$ cat config.mk
export PLATFORM = sky130hd
export DESIGN_NAME = video_timing_generator
export DESIGN_NICKNAME = d
export VERILOG_FILES = /design/src/rtl/video_timing_pkg.sv /design/src/rtl/video_timing_generator_pos_counter.sv /design/src/rtl/video_timing_generator.sv
export SDC_FILE = /design/constraint.sdc
export NUM_CORES = 1
export LEC_CHECK = 0
export BUFFER_PORTS_ARGS = -buffer_cell sky130_fd_sc_hd__buf_4
export CORE_UTILIZATION = 55
export CTS_BUF_LIST = sky130_fd_sc_hd__clkbuf_8
export CTS_CLUSTER_SIZE = 30
export DETAILED_ROUTE_END_ITERATION = 8
export PLACE_DENSITY = 0.83
export SYNTH_ARGS = -nofsm -noshare
export SYNTH_HDL_FRONTEND = slang
export SYNTH_HIERARCHICAL = 1
export SYNTH_SLANG_ARGS = --single-unit
$ cat constraint.sdc
create_clock -name clk -period 3 [get_ports clk]
set_input_delay 0.6 -clock clk [delete_from_list [all_inputs] [get_ports clk]]
set_output_delay 0.6 -clock clk [all_outputs]
set_load 0.03 [all_outputs]
$ cat src/rtl/video_timing_pkg.sv
// -----------------------------------------------------------------------------
// video_timing_pkg
// Shared constants for the video timing generator: the 640x480@60 default
// segment widths and a helper that turns the four segment widths of one axis
// into that axis' total period.
// -----------------------------------------------------------------------------
package video_timing_pkg;

  // Horizontal segments, in pixels
  localparam int DEF_H_DISPLAY = 640;
  localparam int DEF_H_FRONT   = 16;
  localparam int DEF_H_SYNC    = 96;
  localparam int DEF_H_BACK    = 48;

  // Vertical segments, in lines
  localparam int DEF_V_DISPLAY = 480;
  localparam int DEF_V_BOTTOM  = 10;
  localparam int DEF_V_SYNC    = 2;
  localparam int DEF_V_TOP     = 33;

  // Sync polarities (0 = active low), lookahead and counter widths
  localparam int DEF_H_SYNC_POL = 0;
  localparam int DEF_V_SYNC_POL = 0;
  localparam int DEF_LOOKAHEAD  = 2;
  localparam int DEF_CNT_W      = 10;
  localparam int DEF_FRAME_W    = 8;

  // Total period of one axis from its display, front, sync and back segments
  function automatic int calc_total(input int disp, input int front,
                                    input int sync, input int back);
    return disp + front + sync + back;
  endfunction

endpackage

$ cat src/rtl/video_timing_generator_pos_counter.sv
// -----------------------------------------------------------------------------
// pos_counter
// Wrapping horizontal/vertical counter pair. The horizontal count advances on
// every enabled clock and wraps H_TOTAL-1 -> 0; the vertical count advances
// only on that wrap and itself wraps V_TOTAL-1 -> 0 in the same cycle.
// A synchronous active-high reset loads (H_INIT, V_INIT) regardless of en.
//
// Ports:
//   clk   in   clock
//   reset in   synchronous active-high reset
//   en    in   count enable
//   hcnt  out  CNT_W horizontal count
//   vcnt  out  CNT_W vertical count
// -----------------------------------------------------------------------------
module pos_counter
  import video_timing_pkg::*;
#(
  parameter int CNT_W   = DEF_CNT_W,
  parameter int H_TOTAL = 800,
  parameter int V_TOTAL = 525,
  parameter int H_INIT  = 0,
  parameter int V_INIT  = 0
) (
  input  logic             clk,
  input  logic             reset,
  input  logic             en,
  output logic [CNT_W-1:0] hcnt,
  output logic [CNT_W-1:0] vcnt
);

  localparam logic [CNT_W-1:0] H_LAST   = CNT_W'(H_TOTAL - 1);
  localparam logic [CNT_W-1:0] V_LAST   = CNT_W'(V_TOTAL - 1);
  localparam logic [CNT_W-1:0] H_START  = CNT_W'(H_INIT);
  localparam logic [CNT_W-1:0] V_START  = CNT_W'(V_INIT);
  localparam logic [CNT_W-1:0] CNT_ZERO = {CNT_W{1'b0}};
  localparam logic [CNT_W-1:0] CNT_ONE  = {{(CNT_W-1){1'b0}}, 1'b1};

  logic [CNT_W-1:0] hcnt_r;
  logic [CNT_W-1:0] vcnt_r;
  logic [CNT_W-1:0] hcnt_next_s;
  logic [CNT_W-1:0] vcnt_next_s;

  // Next position: step one pixel, carrying into the line count on wrap
  always_comb begin
    hcnt_next_s = hcnt_r;
    vcnt_next_s = vcnt_r;
    if (hcnt_r == H_LAST) begin
      hcnt_next_s = CNT_ZERO;
      if (vcnt_r == V_LAST) begin
        vcnt_next_s = CNT_ZERO;
      end else begin
        vcnt_next_s = vcnt_r + CNT_ONE;
      end
    end else begin
      hcnt_next_s = hcnt_r + CNT_ONE;
    end
  end

  // Position register: reset load wins over the enable
  always_ff @(posedge clk) begin
    if (reset) begin
      hcnt_r <= H_START;
      vcnt_r <= V_START;
    end else if (en) begin
      hcnt_r <= hcnt_next_s;
      vcnt_r <= vcnt_next_s;
    end
  end

  assign hcnt = hcnt_r;
  assign vcnt = vcnt_r;

endmodule

$ cat src/rtl/video_timing_generator.sv
// -----------------------------------------------------------------------------
// video_timing_generator
// Raster timing generator. Two pos_counter instances run in lockstep: one
// tracks the current pixel, the other starts LOOKAHEAD pixels further on and
// therefore stays exactly that far ahead across line and frame wraps. All
// sync/visibility outputs are decoded combinationally from the current
// position so they describe the same pixel as hpos/vpos.
//
// Optional feature: define VTG_FRAME_COUNTER_EN to build the completed-frame
// counter; otherwise frame_count is tied to 0 and no register exists.
//
// Ports:
//   clk          in   clock
//   reset        in   synchronous active-high reset
//   pix_ce       in   pixel clock enable
//   hpos, vpos   out  raw position counters
//   screen_hpos  out  hpos when visible, else 0
//   screen_vpos  out  vpos when visible, else 0
//   ahead_hpos   out  position LOOKAHEAD enabled pixels ahead (horizontal)
//   ahead_vpos   out  position LOOKAHEAD enabled pixels ahead (vertical)
//   hsync, vsync out  sync pulses at the configured polarities
//   display_on   out  current pixel is in the visible area
//   line_start   out  pulse on the enabled cycle at hpos==0
//   frame_start  out  pulse on the enabled cycle at (0,0)
//   frame_count  out  completed frame count
// -----------------------------------------------------------------------------
module video_timing_generator
  import video_timing_pkg::*;
#(
  parameter int H_DISPLAY  = DEF_H_DISPLAY,
  parameter int H_FRONT    = DEF_H_FRONT,
  parameter int H_SYNC     = DEF_H_SYNC,
  parameter int H_BACK     = DEF_H_BACK,
  parameter int V_DISPLAY  = DEF_V_DISPLAY,
  parameter int V_BOTTOM   = DEF_V_BOTTOM,
  parameter int V_SYNC     = DEF_V_SYNC,
  parameter int V_TOP      = DEF_V_TOP,
  parameter int H_SYNC_POL = DEF_H_SYNC_POL,
  parameter int V_SYNC_POL = DEF_V_SYNC_POL,
  parameter int LOOKAHEAD  = DEF_LOOKAHEAD,
  parameter int CNT_W      = DEF_CNT_W,
  parameter int FRAME_W    = DEF_FRAME_W
) (
  input  logic               clk,
  input  logic               reset,
  input  logic               pix_ce,
  output logic [CNT_W-1:0]   hpos,
  output logic [CNT_W-1:0]   vpos,
  output logic [CNT_W-1:0]   screen_hpos,
  output logic [CNT_W-1:0]   screen_vpos,
  output logic [CNT_W-1:0]   ahead_hpos,
  output logic [CNT_W-1:0]   ahead_vpos,
  output logic               hsync,
  output logic               vsync,
  output logic               display_on,
  output logic               line_start,
  output logic               frame_start,
  output logic [FRAME_W-1:0] frame_count
);

  localparam int H_TOTAL = calc_total(H_DISPLAY, H_FRONT, H_SYNC, H_BACK);
  localparam int V_TOTAL = calc_total(V_DISPLAY, V_BOTTOM, V_SYNC, V_TOP);

  localparam logic [CNT_W-1:0] H_VIS      = CNT_W'(H_DISPLAY);
  localparam logic [CNT_W-1:0] V_VIS      = CNT_W'(V_DISPLAY);
  localparam logic [CNT_W-1:0] HS_FIRST   = CNT_W'(H_DISPLAY + H_FRONT);
  localparam logic [CNT_W-1:0] HS_LAST    = CNT_W'(H_DISPLAY + H_FRONT + H_SYNC - 1);
  localparam logic [CNT_W-1:0] VS_FIRST   = CNT_W'(V_DISPLAY + V_BOTTOM);
  localparam logic [CNT_W-1:0] VS_LAST    = CNT_W'(V_DISPLAY + V_BOTTOM + V_SYNC - 1);
  localparam logic             H_ACTIVE   = 1'(H_SYNC_POL);
  localparam logic             V_ACTIVE   = 1'(V_SYNC_POL);
  localparam logic [CNT_W-1:0] CNT_ZERO   = {CNT_W{1'b0}};

  logic in_hsync_s;
  logic in_vsync_s;
  logic visible_s;
  logic line_start_s;

  // Current pixel position
  pos_counter #(
    .CNT_W  (CNT_W),
    .H_TOTAL(H_TOTAL),
    .V_TOTAL(V_TOTAL),
    .H_INIT (0),
    .V_INIT (0)
  ) u_main_pos (
    .clk  (clk),
    .reset(reset),
    .en   (pix_ce),
    .hcnt (hpos),
    .vcnt (vpos)
  );

  // Lookahead position: starts LOOKAHEAD pixels into line 0 and is enabled
  // identically, so the distance to the main counter never changes
  pos_counter #(
    .CNT_W  (CNT_W),
    .H_TOTAL(H_TOTAL),
    .V_TOTAL(V_TOTAL),
    .H_INIT (LOOKAHEAD),
    .V_INIT (0)
  ) u_ahead_pos (
    .clk  (clk),
    .reset(reset),
    .en   (pix_ce),
    .hcnt (ahead_hpos),
    .vcnt (ahead_vpos)
  );

  // Zero-latency decode of the current pixel
  always_comb begin
    in_hsync_s   = (hpos >= HS_FIRST) && (hpos <= HS_LAST);
    in_vsync_s   = (vpos >= VS_FIRST) && (vpos <= VS_LAST);
    visible_s    = (hpos < H_VIS) && (vpos < V_VIS);
    line_start_s = (hpos == CNT_ZERO) && pix_ce;
  end

  assign hsync       = in_hsync_s ? H_ACTIVE : ~H_ACTIVE;
  assign vsync       = in_vsync_s ? V_ACTIVE : ~V_ACTIVE;
  assign display_on  = visible_s;
  assign screen_hpos = visible_s ? hpos : CNT_ZERO;
  assign screen_vpos = visible_s ? vpos : CNT_ZERO;
  assign line_start  = line_start_s;
  assign frame_start = line_start_s && (vpos == CNT_ZERO);

`ifdef VTG_FRAME_COUNTER_EN
  logic [FRAME_W-1:0] frame_count_r;

  // Completed-frame counter, bumped on each frame_start edge outside reset
  always_ff @(posedge clk) begin
    if (reset) begin
      frame_count_r <= {FRAME_W{1'b0}};
    end else if (frame_start) begin
      frame_count_r <= frame_count_r + {{(FRAME_W-1){1'b0}}, 1'b1};
    end
  end

  assign frame_count = frame_count_r;
`else
  assign frame_count = {FRAME_W{1'b0}};
`endif

endmodule
# Yosys cells after proc, flatten, opt, wreduce, memory -nomap -nowiden
# Cells that the tools add are included.
# classes
bitwise	0
n_reduce_logical	9
n_lt_le_gt_ge	6
div_mod_pow	0
mux	8
mul	0
eq_ne	4
shifts	0
addsub	4
# op_table
operator	count
10-bit two-way mux	6
10-bit by 1-bit adder with 10-bit output (second input constant)	4
10-bit equality test (second input constant)	4
10-bit logical NOT	2
10-bit >= comparator (second input constant)	1
10-bit by 9-bit >= comparator with 1-bit output (second input constant)	1
10-bit less-or-equal comparator (second input constant)	1
10-bit by 9-bit less-or-equal comparator with 1-bit output (second input constant)	1
10-bit < comparator (second input constant)	1
10-bit by 9-bit < comparator with 1-bit output (second input constant)	1
1-bit logical AND	5
2-bit AND reduction	2
1-bit two-way mux	2
# totals
ram_bits	0
input_bits	3
out_inout_bits	73
n_memories	0
wordCells	35
reg_bits	40
romBits	0
latch_bits	0

# Logic depth before layout (Yosys ltp)
# logic_depth
word_depth	3
depth_mapped	7
ltp_nobuf	6

# Cells and area by module
# The synthesis kept the hierarchy.
# by_module_without_submodules
module	area_each_um2	cells_each	seq_area_each_um2	n_inst
pos_counter (u_ahead_pos)	1002.2	110	400.4	1
pos_counter (u_main_pos)	982.2	108	400.4	1
video_timing_generator	314.1	50	0.0	1

# Least setup slack after synthesis
# No wires, ideal clock.
# synth_path
path_kind	input to output
startpoint	input port pix_ce
endpoint	output port frame_start
n_path_buf	0
slack_ns	0.793
t_required_ns	2.400
stages	3
arrival_time_ns	1.607
cell_sequence	nor4b_1 nand2_1 nor3_1
# synth_between
elab_chain_len	2
# synth_rtl
item	line	source
from (decl)	video_timing_generator.sv:46	input logic pix_ce,
1-bit logical AND	video_timing_generator.sv:115	line_start_s = (hpos == CNT_ZERO) && pix_ce;
1-bit logical AND	video_timing_generator.sv:124	assign frame_start = line_start_s && (vpos == CNT_ZERO);
to (decl)	video_timing_generator.sv:57	output logic frame_start,
# Every way passes these cells.

# Final worst setup path
# layout_path
startpoint	register u_main_pos.vcnt_r[5] (netlist: u_main_pos/vcnt[5])
endpoint	output port screen_vpos[6]
# layout_between
elab_chain_len	3
# layout_rtl
item	line	source
from (decl)	video_timing_generator_pos_counter.sv:39	logic [CNT_W-1:0] vcnt_r;
from (signal assigned)	video_timing_generator_pos_counter.sv:66	vcnt_r <= vcnt_next_s;
10-bit by 9-bit < comparator with 1-bit output	video_timing_generator.sv:114	visible_s = (hpos < H_VIS) && (vpos < V_VIS);
1-bit logical AND	video_timing_generator.sv:114	
10-bit two-way mux	video_timing_generator.sv:122	assign screen_vpos = visible_s ? vpos : CNT_ZERO;
to (decl)	video_timing_generator.sv:50	output logic [CNT_W-1:0] screen_vpos,
# Every way passes these cells.

==> results.md <==
* Synth cell types at 54
* Main synth FF type: dfxtp_1
* Multi-input logic area at 1384 um2
* Most frequent cells in the layout: buf_4 (66), dfxtp_1 (40), and2_1 (21)
* CTS Sinks at 40
* Post-CTS Resized at 0
* Tcrit/Tclk final at 78.72%
* IO Count at 76
* Global-route wire length before repair at 8.997 mm
* Sequential area share after synthesis at 34.84%
* CP bufs+invs at 1
* Clock Path Buffers at 2
* Post-Syn Area at 2298 um2
* Setup CP Type: reg2out
* Layout area overhead at 24.66%
* FMAX at 423.5 MHz
* Cell family with most CP delay: simple AND/OR/NAND/NOR gates
* Worst-path cell chain: nand4_1 -> and3b_1 -> and2_1 -> buf_4
* Ys async rst share at 0%
* Num rows at 23
* Power density cells at 347.9 nW/um2
* Final non-filler cell total at 383
* Hold crit path type: reg2reg
* Layout cell share with drive strength beyond 1 at 25.53%
* Clk_lat worst skew at 0.29 ns
* Synth Instances at 268
* Slowest cell on crit path: dfxtp_1
* TritonRoute pass-1 iters at 4
* Final Slew Violations at 0
* Number of synthesized flops with an enable pin at 0
* # Post-CTS Setup Buffers at 0
* Gr ovfl total at 0
* Syn_area_per_cell at 8.576 um2
* Max VDD drop at 228.4 uV
* CP peak stage delay at 0.52 ns
* Clock root buffer: clkbuf_8
* CP max FO at 20
* Minimum clock period at 2.362 ns
* FILL cells at 336
* Synth area leader: dfxtp_1
* DR vias/cell at 5.708
* Setup TNS at 0 ns
* Commonest non-fill, non-tap cell in the layout: buf_4
* Storage cell area at 800.8 um2
* #FFs+latches synth at 40
* Final Wtd Congestion at 0.8263
* I/O Buffers at 66
* Clock Pin Slew Worst Setup and Hold Paths at 0.08 ns
* Core Footprint at 4000 um2
* Worst Tran Pin Value at 0.5685 ns
* Synth top area cells: dfxtp_1 (35%), and2_1 (5.7%), xnor2_1 (3.4%)
* Final nets at 342
* RSZ-0062 raised after global routing: false
* Placed cells at 376
* Wire per inst at 14.04 um
* Inserted Clock Buffers at 5
* Startpoint Class: flip-flop
* CTS tree: yes
* Total routed wirelength at 5.377 mm
* Dpl hpwl at 3.811 mm
* CP Data Required Time at 2.40 ns
* Final hold violation count at 0
* Max_slew headroom at 62.10%
* Post-CTS Hold Buffers at 0
* Yosys warns at 6
* Starting Density at 57.46%
* Static Leak at 1.155 nW
* Number of max-cap violations at 0
* H-Tree Depth at 2
* DR iter-0 viols at 162
* Worst EP arrival at 1.76 ns
* Initial antenna violation count at 0
* Die Area at 4442 um2
* Vias in the first global route at 2059
* Global Route Usage Sum at 25.95%
* Share of the synthesized area in the top cell type at 34.84%
* Final setup vio count at 0
* Largest net degree at the start of global routing at 21
* Antenna-violating nets left at 0
* Clock Skews at 0.008173 ns
* Status: finished clean
* DRC viols at 0
* Die height at 66.65 um
* Diode count at 0
* Total number of vias at 2186
* Die Wd at 66.65 um
* CP Capture Type: output port
registers in the layout (all words and copies together) (netlist names):
register,cells
u_main_pos/vcnt,10
u_ahead_pos/hcnt,10
u_main_pos/hcnt,10
u_ahead_pos/vcnt,10
power by group:
part | internal, mW | total (mW) | switching, mW
sequential | 0.538 | 0.548 | 0.0102
clock | 0.157 | 0.343 | 0.185
combinational | 0.0336 | 0.106 | 0.0727
area by class of cell:
type / instances / share of cell area, %
clock buffer: 5 / 2.402
multi-input combinational: 209 / 48.30
timing repair buffer: 66 / 17.29
inverter: 11 / 1.441
tap: 50 / 2.183
sequential: 40 / 27.95
clock inverter: 2 / 0.4367
path summary, 6_finish.rpt:
kind                             from                  end  slack, ns  depth (start not counted)
hold reg to reg   u_ahead_pos/vcnt[9]  u_ahead_pos/vcnt[9]       0.50                          1
setup / recovery   u_main_pos/vcnt[5]       screen_vpos[6]       0.64                          4
setup reg to reg  u_ahead_pos/vcnt[1]  u_ahead_pos/vcnt[2]       1.04                          6
hold / removal    u_ahead_pos/vcnt[9]  u_ahead_pos/vcnt[9]       0.50                          1
cells by family after synthesis:
kind of cell / count (synthesis) / synth area share, %
xor+xnor: 17 / 6.478
simple gates: 126 / 33.04
fa+ha+maj: 6 / 3.266
other cells: 1 / 0.1632
buf+inv: 27 / 6.260
mux: 2 / 0.8710
compound gates: 49 / 15.08
flops: 40 / 34.84
metal layers:
metal  global-route usage [%]  share of wire (%)
met5                        0                  0
met4                    12.23               0.95
met3                    4.795                6.1
met2                    43.06                 46
met1                    31.99                 46
synth_stat cells, drive strengths merged, types with 5 or more instances:
cell / count
or3: 7
nand2: 20
a31oi: 5
a21oi: 6
buf: 14
o31ai: 5
ha: 6
o211ai: 5
nor3: 6
xor2: 8
o21ai: 11
dfxtp: 40
nand3: 10
nor2: 19
xnor2: 9
inv: 11
and2: 21
nand4: 10
and3: 6
per-stage QoR:
stage	hold WS, ns	utilization (%)	setup slack (ns)	cell area (um2)	total power [mW]
finish	0.5007	71.63	0.6385	2865	0.9967
global route	0.5376	71.63	0.5331	2865	1.033
CTS	0.4996	71.63	0.6343	2865	1.002
detailed placement	0.4812	69.60	0.7967	2784	0.6661
global placement	0.4836	69.60	0.8427	2784	0.6633
floorplan	0.5902	-	0.7931	2328	0.6392
(Power assumes the default switching activity.)
